--- src/rtl/wb_stage.sv ---
// RV32I writeback stage: registers regfile writes, extracts/extends load data, stalls MEM on a pending load.
// Optional retire counter (Instret port) built only when WB_INSTRET_EN is defined.
module wb_stage #(
    parameter int REG_DATA_WIDTH     = 32,
    parameter int REGFILE_ADDR_WIDTH = 5,
    parameter int INSTRET_WIDTH      = 64
) (
    input  logic                          Clk,
    input  logic                          Reset,
    input  logic                          Mem_valid,
    output logic                          Mem_ready,
    input  logic [REGFILE_ADDR_WIDTH-1:0] Mem_rd_addr,
    input  logic                          Mem_rd_wr_en,
    input  logic                          Mem_is_load,
    input  logic [2:0]                    Mem_funct3,
    input  logic [1:0]                    Mem_byte_off,
    input  logic [REG_DATA_WIDTH-1:0]     Mem_alu_result,
    input  logic                          Flush,
    input  logic                          Dmem_rvalid,
    input  logic [REG_DATA_WIDTH-1:0]     Dmem_rdata,
    output logic [REGFILE_ADDR_WIDTH-1:0] Rd_addr,
    output logic [REG_DATA_WIDTH-1:0]     Rd_wr_data,
    output logic                          Rd_wr_en,
    output logic                          Wb_busy
`ifdef WB_INSTRET_EN
    ,
    output logic [INSTRET_WIDTH-1:0]      Instret
`endif
);

    typedef enum logic {S_IDLE, S_WAIT_LOAD} state_t;

    state_t                          state_q, state_d;
    logic [REGFILE_ADDR_WIDTH-1:0]   rd_addr_q, rd_addr_d;
    logic [REG_DATA_WIDTH-1:0]       rd_data_q, rd_data_d;
    logic                            rd_we_q, rd_we_d;
    logic [REGFILE_ADDR_WIDTH-1:0]   pend_rd_q, pend_rd_d;
    logic                            pend_we_q, pend_we_d;
    logic [2:0]                      pend_f3_q, pend_f3_d;
    logic [1:0]                      pend_off_q, pend_off_d;
    logic                            accept;
    logic                            done;
    logic                            mem_we;

    function automatic logic [REG_DATA_WIDTH-1:0] extract(input logic [2:0] f3,
                                                          input logic [1:0] off,
                                                          input logic [REG_DATA_WIDTH-1:0] w);
        logic [7:0]  b;
        logic [15:0] h;
        b = w[{off, 3'b000} +: 8];
        h = w[{off[1], 4'b0000} +: 16];
        case (f3)
            3'b000:  extract = {{(REG_DATA_WIDTH-8){b[7]}}, b};
            3'b100:  extract = {{(REG_DATA_WIDTH-8){1'b0}}, b};
            3'b001:  extract = {{(REG_DATA_WIDTH-16){h[15]}}, h};
            3'b101:  extract = {{(REG_DATA_WIDTH-16){1'b0}}, h};
            3'b010:  extract = w;
            default: extract = '0;
        endcase
    endfunction

    assign Mem_ready = !Reset && (state_q == S_IDLE);
    assign accept    = Mem_valid && Mem_ready && !Flush;
    assign mem_we    = Mem_rd_wr_en && (Mem_rd_addr != '0);

    always_comb begin
        state_d    = state_q;
        rd_addr_d  = rd_addr_q;
        rd_data_d  = rd_data_q;
        rd_we_d    = 1'b0;
        pend_rd_d  = pend_rd_q;
        pend_we_d  = pend_we_q;
        pend_f3_d  = pend_f3_q;
        pend_off_d = pend_off_q;
        done       = 1'b0;
        case (state_q)
            S_IDLE: begin
                if (accept) begin
                    if (!Mem_is_load) begin
                        done      = 1'b1;
                        rd_addr_d = Mem_rd_addr;
                        rd_data_d = Mem_alu_result;
                        rd_we_d   = mem_we;
                    end else if (Dmem_rvalid) begin
                        done      = 1'b1;
                        rd_addr_d = Mem_rd_addr;
                        rd_data_d = extract(Mem_funct3, Mem_byte_off, Dmem_rdata);
                        rd_we_d   = mem_we;
                    end else begin
                        pend_rd_d  = Mem_rd_addr;
                        pend_we_d  = mem_we;
                        pend_f3_d  = Mem_funct3;
                        pend_off_d = Mem_byte_off;
                        state_d    = S_WAIT_LOAD;
                    end
                end
            end
            S_WAIT_LOAD: begin
                // Flush is ignored here: the waiting instruction has already committed.
                if (Dmem_rvalid) begin
                    done      = 1'b1;
                    rd_addr_d = pend_rd_q;
                    rd_data_d = extract(pend_f3_q, pend_off_q, Dmem_rdata);
                    rd_we_d   = pend_we_q;
                    state_d   = S_IDLE;
                end
            end
            default: state_d = S_IDLE;
        endcase
    end

    always_ff @(posedge Clk) begin
        if (Reset) begin
            state_q    <= S_IDLE;
            rd_addr_q  <= '0;
            rd_data_q  <= '0;
            rd_we_q    <= 1'b0;
            pend_rd_q  <= '0;
            pend_we_q  <= 1'b0;
            pend_f3_q  <= '0;
            pend_off_q <= '0;
        end else begin
            state_q    <= state_d;
            rd_addr_q  <= rd_addr_d;
            rd_data_q  <= rd_data_d;
            rd_we_q    <= rd_we_d;
            pend_rd_q  <= pend_rd_d;
            pend_we_q  <= pend_we_d;
            pend_f3_q  <= pend_f3_d;
            pend_off_q <= pend_off_d;
        end
    end

    assign Rd_addr    = rd_addr_q;
    assign Rd_wr_data = rd_data_q;
    assign Rd_wr_en   = rd_we_q;
    assign Wb_busy    = (state_q == S_WAIT_LOAD);

`ifdef WB_INSTRET_EN
    logic [INSTRET_WIDTH-1:0] instret_q;

    always_ff @(posedge Clk) begin
        if (Reset) begin
            instret_q <= '0;
        end else if (done) begin
            instret_q <= instret_q + INSTRET_WIDTH'(1);
        end
    end

    assign Instret = instret_q;
`endif

endmodule

--- config.mk ---
export PLATFORM = sky130hd
export DESIGN_NAME = wb_stage
export DESIGN_NICKNAME = d
export VERILOG_FILES = /design/src/rtl/wb_stage.sv
export SDC_FILE = /design/constraint.sdc
export NUM_CORES = 1
export LEC_CHECK = 0
export ABC_AREA = 1
export BUFFER_PORTS_ARGS = -buffer_cell sky130_fd_sc_hd__buf_2
export CORE_ASPECT_RATIO = 0.75
export CORE_MARGIN = 10
export CORE_UTILIZATION = 51
export CTS_BUF_LIST = sky130_fd_sc_hd__clkbuf_8
export DETAILED_ROUTE_END_ITERATION = 16
export GPL_TIMING_DRIVEN = 1
export PLACE_DENSITY_LB_ADDON = 0.2
export SLEW_MARGIN = 20
export SYNTH_ARGS = -nofsm -noshare
export SYNTH_HDL_FRONTEND = slang
export SYNTH_SLANG_ARGS = --single-unit
--- constraint.sdc ---
create_clock -name Clk -period 1.85 [get_ports Clk]
set_input_delay 0.0925 -clock Clk [delete_from_list [all_inputs] [get_ports Clk]]
set_output_delay 0.0925 -clock Clk [all_outputs]
set_load 0.01 [all_outputs]
==> metrics.txt <==
# TYPE chip_impl_metric gauge
chip_impl_metric{name="vdd_ir_drop_max",unit="V"} 0.000442
chip_impl_metric{name="max_freq",unit="MHz"} 620
chip_impl_metric{name="crit_path_max_fanout",unit=""} 22
chip_impl_metric{name="dpl_cell_area",unit="um2"} 4720
chip_impl_metric{name="placed_cells",unit=""} 948
chip_impl_metric{name="yosys.cell_types.count",unit=""} 30
chip_impl_metric{name="clk-insertion-delay-late",unit="ps"} 330
chip_impl_metric{name="cell_area_after_layout",unit="um2"} 4820
chip_impl_metric{name="max-clock-path-buffers",unit=""} 2
chip_impl_metric{name="core.rowCount",unit=""} 28
chip_impl_metric{name="syn-mean-instance-area",unit="um2"} 5.62
chip_impl_info{name="critical_path.endpoint_type",value="flop"} 1
chip_impl_metric{name="crit_arrival",unit="ps"} 1880
chip_impl_metric{name="synthesis.yosys.warnings",unit=""} 0
chip_impl_metric{name="num_antenna_cells",unit=""} 0
chip_impl_metric{name="drive_gt1_share",unit="%"} 20.1
chip_impl_metric{name="syn-instance-count",unit=""} 748
chip_impl_metric{name="max_cap_violations",unit=""} 0
chip_impl_metric{name="setup_tns",unit="ps"} 0
chip_impl_metric{name="layout_min_cycle_time",unit="ps"} 1610
chip_impl_metric{name="route.detailed.wl_per_inst",unit="um"} 15.5
chip_impl_metric{name="grt_antenna_before_repair",unit=""} 0
chip_impl_metric{name="ctsHoldBuffers",unit=""} 0
chip_impl_metric{name="syn_nets",unit=""} 829
chip_impl_metric{name="vias",unit=""} 5040
chip_impl_info{name="tritoncts",value="yes"} 1
chip_impl_metric{name="postRouteWirelength",unit="mm"} 14.9
chip_impl_metric{name="largest_net_degree_at_the_start_of_global_routing",unit=""} 43
chip_impl_metric{name="synth_top_area_share",unit="%"} 29.4
chip_impl_metric{name="first_global_vias",unit=""} 4622
chip_impl_metric{name="grt_pass1_wl",unit="mm"} 23.9
chip_impl_metric{name="chipWidth",unit="um"} 125
chip_impl_metric{name="worstMarginPinSlew",unit="ps"} 584
chip_impl_metric{name="rd_place_congestion",unit=""} 0.979
chip_impl_metric{name="syn-cell-area",unit="um2"} 4200
chip_impl_metric{name="clock-skew-final",unit="ps"} 8.87
chip_impl_metric{name="tritoncts.num_buffers",unit=""} 5
chip_impl_metric{name="power_leakage",unit="nW"} 2.75
chip_impl_metric{name="synth.yosys.seq_area_share",unit="%"} 23.8
chip_impl_metric{name="drc",unit=""} 0
chip_impl_metric{name="clk_pin_slew_worst_paths",unit="ps"} 110
chip_impl_info{name="post_synth_main_area_contributors",value="sky130_fd_sc_hd__nand2_1 (29%), sky130_fd_sc_hd__dfxtp_1 (24%), sky130_fd_sc_hd__a21oi_1 (11%), sky130_fd_sc_hd__o21ai_0 (6.7%), sky130_fd_sc_hd__inv_1 (5.6%)"} 1
chip_impl_metric{name="htree_levels",unit=""} 2
chip_impl_metric{name="floorplan.die.height",unit="um"} 98.6
chip_impl_metric{name="setup-violations-final",unit=""} 0
chip_impl_metric{name="post-cts-setup-buffer-count",unit=""} 0
chip_impl_metric{name="final_nets",unit=""} 931
chip_impl_info{name="synthDominantAreaCellType",value="sky130_fd_sc_hd__nand2_1"} 1
chip_impl_info{name="holdCritPathClass",value="primary input to flop"} 1
chip_impl_metric{name="cts.sink_count",unit=""} 50
chip_impl_metric{name="grtUsageTotal",unit="%"} 23.0
chip_impl_metric{name="final-instance-count-excl-fill",unit=""} 956
chip_impl_metric{name="period_share",unit="%"} 87.2
chip_impl_metric{name="initial_core_util",unit="%"} 52.8
chip_impl_metric{name="ys_seq_elements",unit=""} 50
chip_impl_metric{name="port_buffers",unit=""} 120
chip_impl_info{name="critical_path.startpoint_type",value="flop"} 1
chip_impl_metric{name="critical_path_required",unit="ps"} 2120
chip_impl_metric{name="grt_ovf",unit=""} 0
chip_impl_metric{name="detail_route.iter0.violations",unit=""} 500
chip_impl_metric{name="dp.final_hpwl",unit="mm"} 11.2
chip_impl_metric{name="flow.area_growth_from_synthesis",unit="%"} 14.8
chip_impl_metric{name="final_max_slew_viol_count",unit=""} 0
chip_impl_metric{name="final_hold_viol_count",unit=""} 0
chip_impl_metric{name="relSlewSlack",unit="%"} 60.9
chip_impl_metric{name="die_area",unit="um2"} 12300
chip_impl_metric{name="n_fill_cell",unit=""} 823
chip_impl_metric{name="ant_nets",unit=""} 0
chip_impl_metric{name="placeableCoreArea",unit="um2"} 7950
chip_impl_info{name="worstSetupPathType",value="flop to flop"} 1
chip_impl_info{name="clock_tree.root_cell",value="sky130_fd_sc_hd__clkbuf_8"} 1
chip_impl_metric{name="avg_vias_per_cell",unit=""} 5.27
chip_impl_info{name="result_of_the_run",value="finished clean"} 1
chip_impl_metric{name="power.density_cell_area",unit="nW/um2"} 551
chip_impl_metric{name="detail_route.first_pass.iterations",unit=""} 6
chip_impl_info{name="rsz0062_at_grt",value="no"} 1
chip_impl_metric{name="io-pin-count",unit=""} 121
-- final cells by class --
class,instances,area (um2),area share (%)
clock inverter,3,28.8,0.597
multi-input combinational,583,2570,53.3
clock buffer,5,68.8,1.43
inverter,68,258,5.34
timing repair buffer,142,766,15.9
sequential,50,1000,20.8
tap,105,131,2.72
-- per-layer routing --
layer	up-vias	track usage [%]	routed length [um]	share of wire [%]
met3	20	5.62	1260	8.5
met2	231	35.2	6450	43
li1	2564	-	-	-
met4	0	7.42	256	1.7
met5	-	0	0	0
met1	2225	31.0	6880	46
-- worst max-delay path, cell delays in order, from the launching register on --
cell and delay, ps:
sky130_fd_sc_hd__dfxtp_1 510, sky130_fd_sc_hd__inv_1 120, sky130_fd_sc_hd__nor2_2 140, sky130_fd_sc_hd__buf_4 290, sky130_fd_sc_hd__nand2_1 80, sky130_fd_sc_hd__nand2_1 90, sky130_fd_sc_hd__inv_1 40, sky130_fd_sc_hd__nand2_1 50
sky130_fd_sc_hd__a21oi_1 60, sky130_fd_sc_hd__a21oi_1 160
-- placed cells by master, fill, tap and decap left out, types with 5 or more instances in the layout --
cell	n
sky130_fd_sc_hd__dfxtp_1	49
sky130_fd_sc_hd__o21ai_0	56
sky130_fd_sc_hd__a31oi_1	5
sky130_fd_sc_hd__clkbuf_8	5
sky130_fd_sc_hd__nor2_1	38
sky130_fd_sc_hd__nand3_1	18
sky130_fd_sc_hd__buf_4	22
sky130_fd_sc_hd__buf_2	120
sky130_fd_sc_hd__o211ai_1	7
sky130_fd_sc_hd__a21oi_1	94
sky130_fd_sc_hd__inv_1	63
sky130_fd_sc_hd__o21ai_1	15
sky130_fd_sc_hd__nand2_1	329
-- cells in the mapped netlist --
cell type	number
sky130_fd_sc_hd__nand3_1	18
sky130_fd_sc_hd__nor3_2	1
sky130_fd_sc_hd__clkbuf_1	7
sky130_fd_sc_hd__nor2_4	4
sky130_fd_sc_hd__inv_4	1
sky130_fd_sc_hd__buf_8	2
sky130_fd_sc_hd__dfxtp_1	50
sky130_fd_sc_hd__buf_1	1
sky130_fd_sc_hd__nand2_2	2
sky130_fd_sc_hd__nand2_1	329
sky130_fd_sc_hd__o211ai_1	7
sky130_fd_sc_hd__inv_1	63
sky130_fd_sc_hd__a31oi_1	5
sky130_fd_sc_hd__buf_6	9
sky130_fd_sc_hd__buf_2	16
sky130_fd_sc_hd__nor3_1	3
sky130_fd_sc_hd__or2_2	1
sky130_fd_sc_hd__nand2_4	2
sky130_fd_sc_hd__dlygate4sd1_1	2
sky130_fd_sc_hd__a32oi_1	1
sky130_fd_sc_hd__nor2_2	2
sky130_fd_sc_hd__clkbuf_8	7
sky130_fd_sc_hd__inv_2	4
sky130_fd_sc_hd__a21oi_1	94
sky130_fd_sc_hd__nor2_1	39
sky130_fd_sc_hd__buf_4	3
sky130_fd_sc_hd__nand4_1	2
sky130_fd_sc_hd__o21ai_1	15
sky130_fd_sc_hd__nor2_8	2
sky130_fd_sc_hd__o21ai_0	56
-- state kept, by name, indices dropped and copies added, names as in the netlist --
register,count
Rd_wr_data,32
Rd_addr,5
pend_rd_q,5
pend_f3_q,3
pend_off_q,2
Rd_wr_en,1
Wb_busy,1
pend_we_q,1
-- metrics by stage --
stage | setup WS (ps) | hold WS [ps] | total power, mW | util, %
after floorplan | 532 | 251 | 1.65 | -
after global placement | 239 | 389 | 1.92 | 59.4
after detailed placement | 202 | 391 | 1.92 | 59.4
after CTS | 150 | 33.3 | 2.66 | 60.6
after global routing | 57.7 | 35.7 | 2.80 | 60.7
final | 237 | 41.0 | 2.66 | 60.7
-- final timing paths --
path / startpoint / endpoint / slack [ps] / cells past startpoint
worst max register to register: pend_f3_q[1]$_SDFFE_PP0P_ / Rd_wr_data[10]$_SDFFE_PP0P_ / 240 / 9
worst min register to register: pend_rd_q[4]$_SDFFE_PP0P_ / pend_rd_q[4]$_SDFFE_PP0P_ / 470 / 2
worst min-delay path: Mem_rd_wr_en / pend_we_q$_SDFFE_PP0P_ / 40 / 3
worst max-delay path: pend_f3_q[1]$_SDFFE_PP0P_ / Rd_wr_data[10]$_SDFFE_PP0P_ / 240 / 9
-- power by group --
| part | internal, mW | switching [mW] |
|---|---|---|
| logic | 0.277 | 0.484 |
| registers | 1.12 | 0.0255 |
| clock network | 0.282 | 0.465 |
-- logic make-up after synthesis --
kind of cell / after synthesis / synth area share, %
buffers and inverters: 115 / 15.1
AOI/OAI and AO/OA: 178 / 21.9
and+or+nand+nor: 405 / 39.2
DFF: 50 / 23.8
-- timing repair --
item	CTS	global route
resized for setup	0	1
endpoints found under the hold margin	0	0
setup endpoints to repair	0	14
Power figures use the tool's default switching activity.
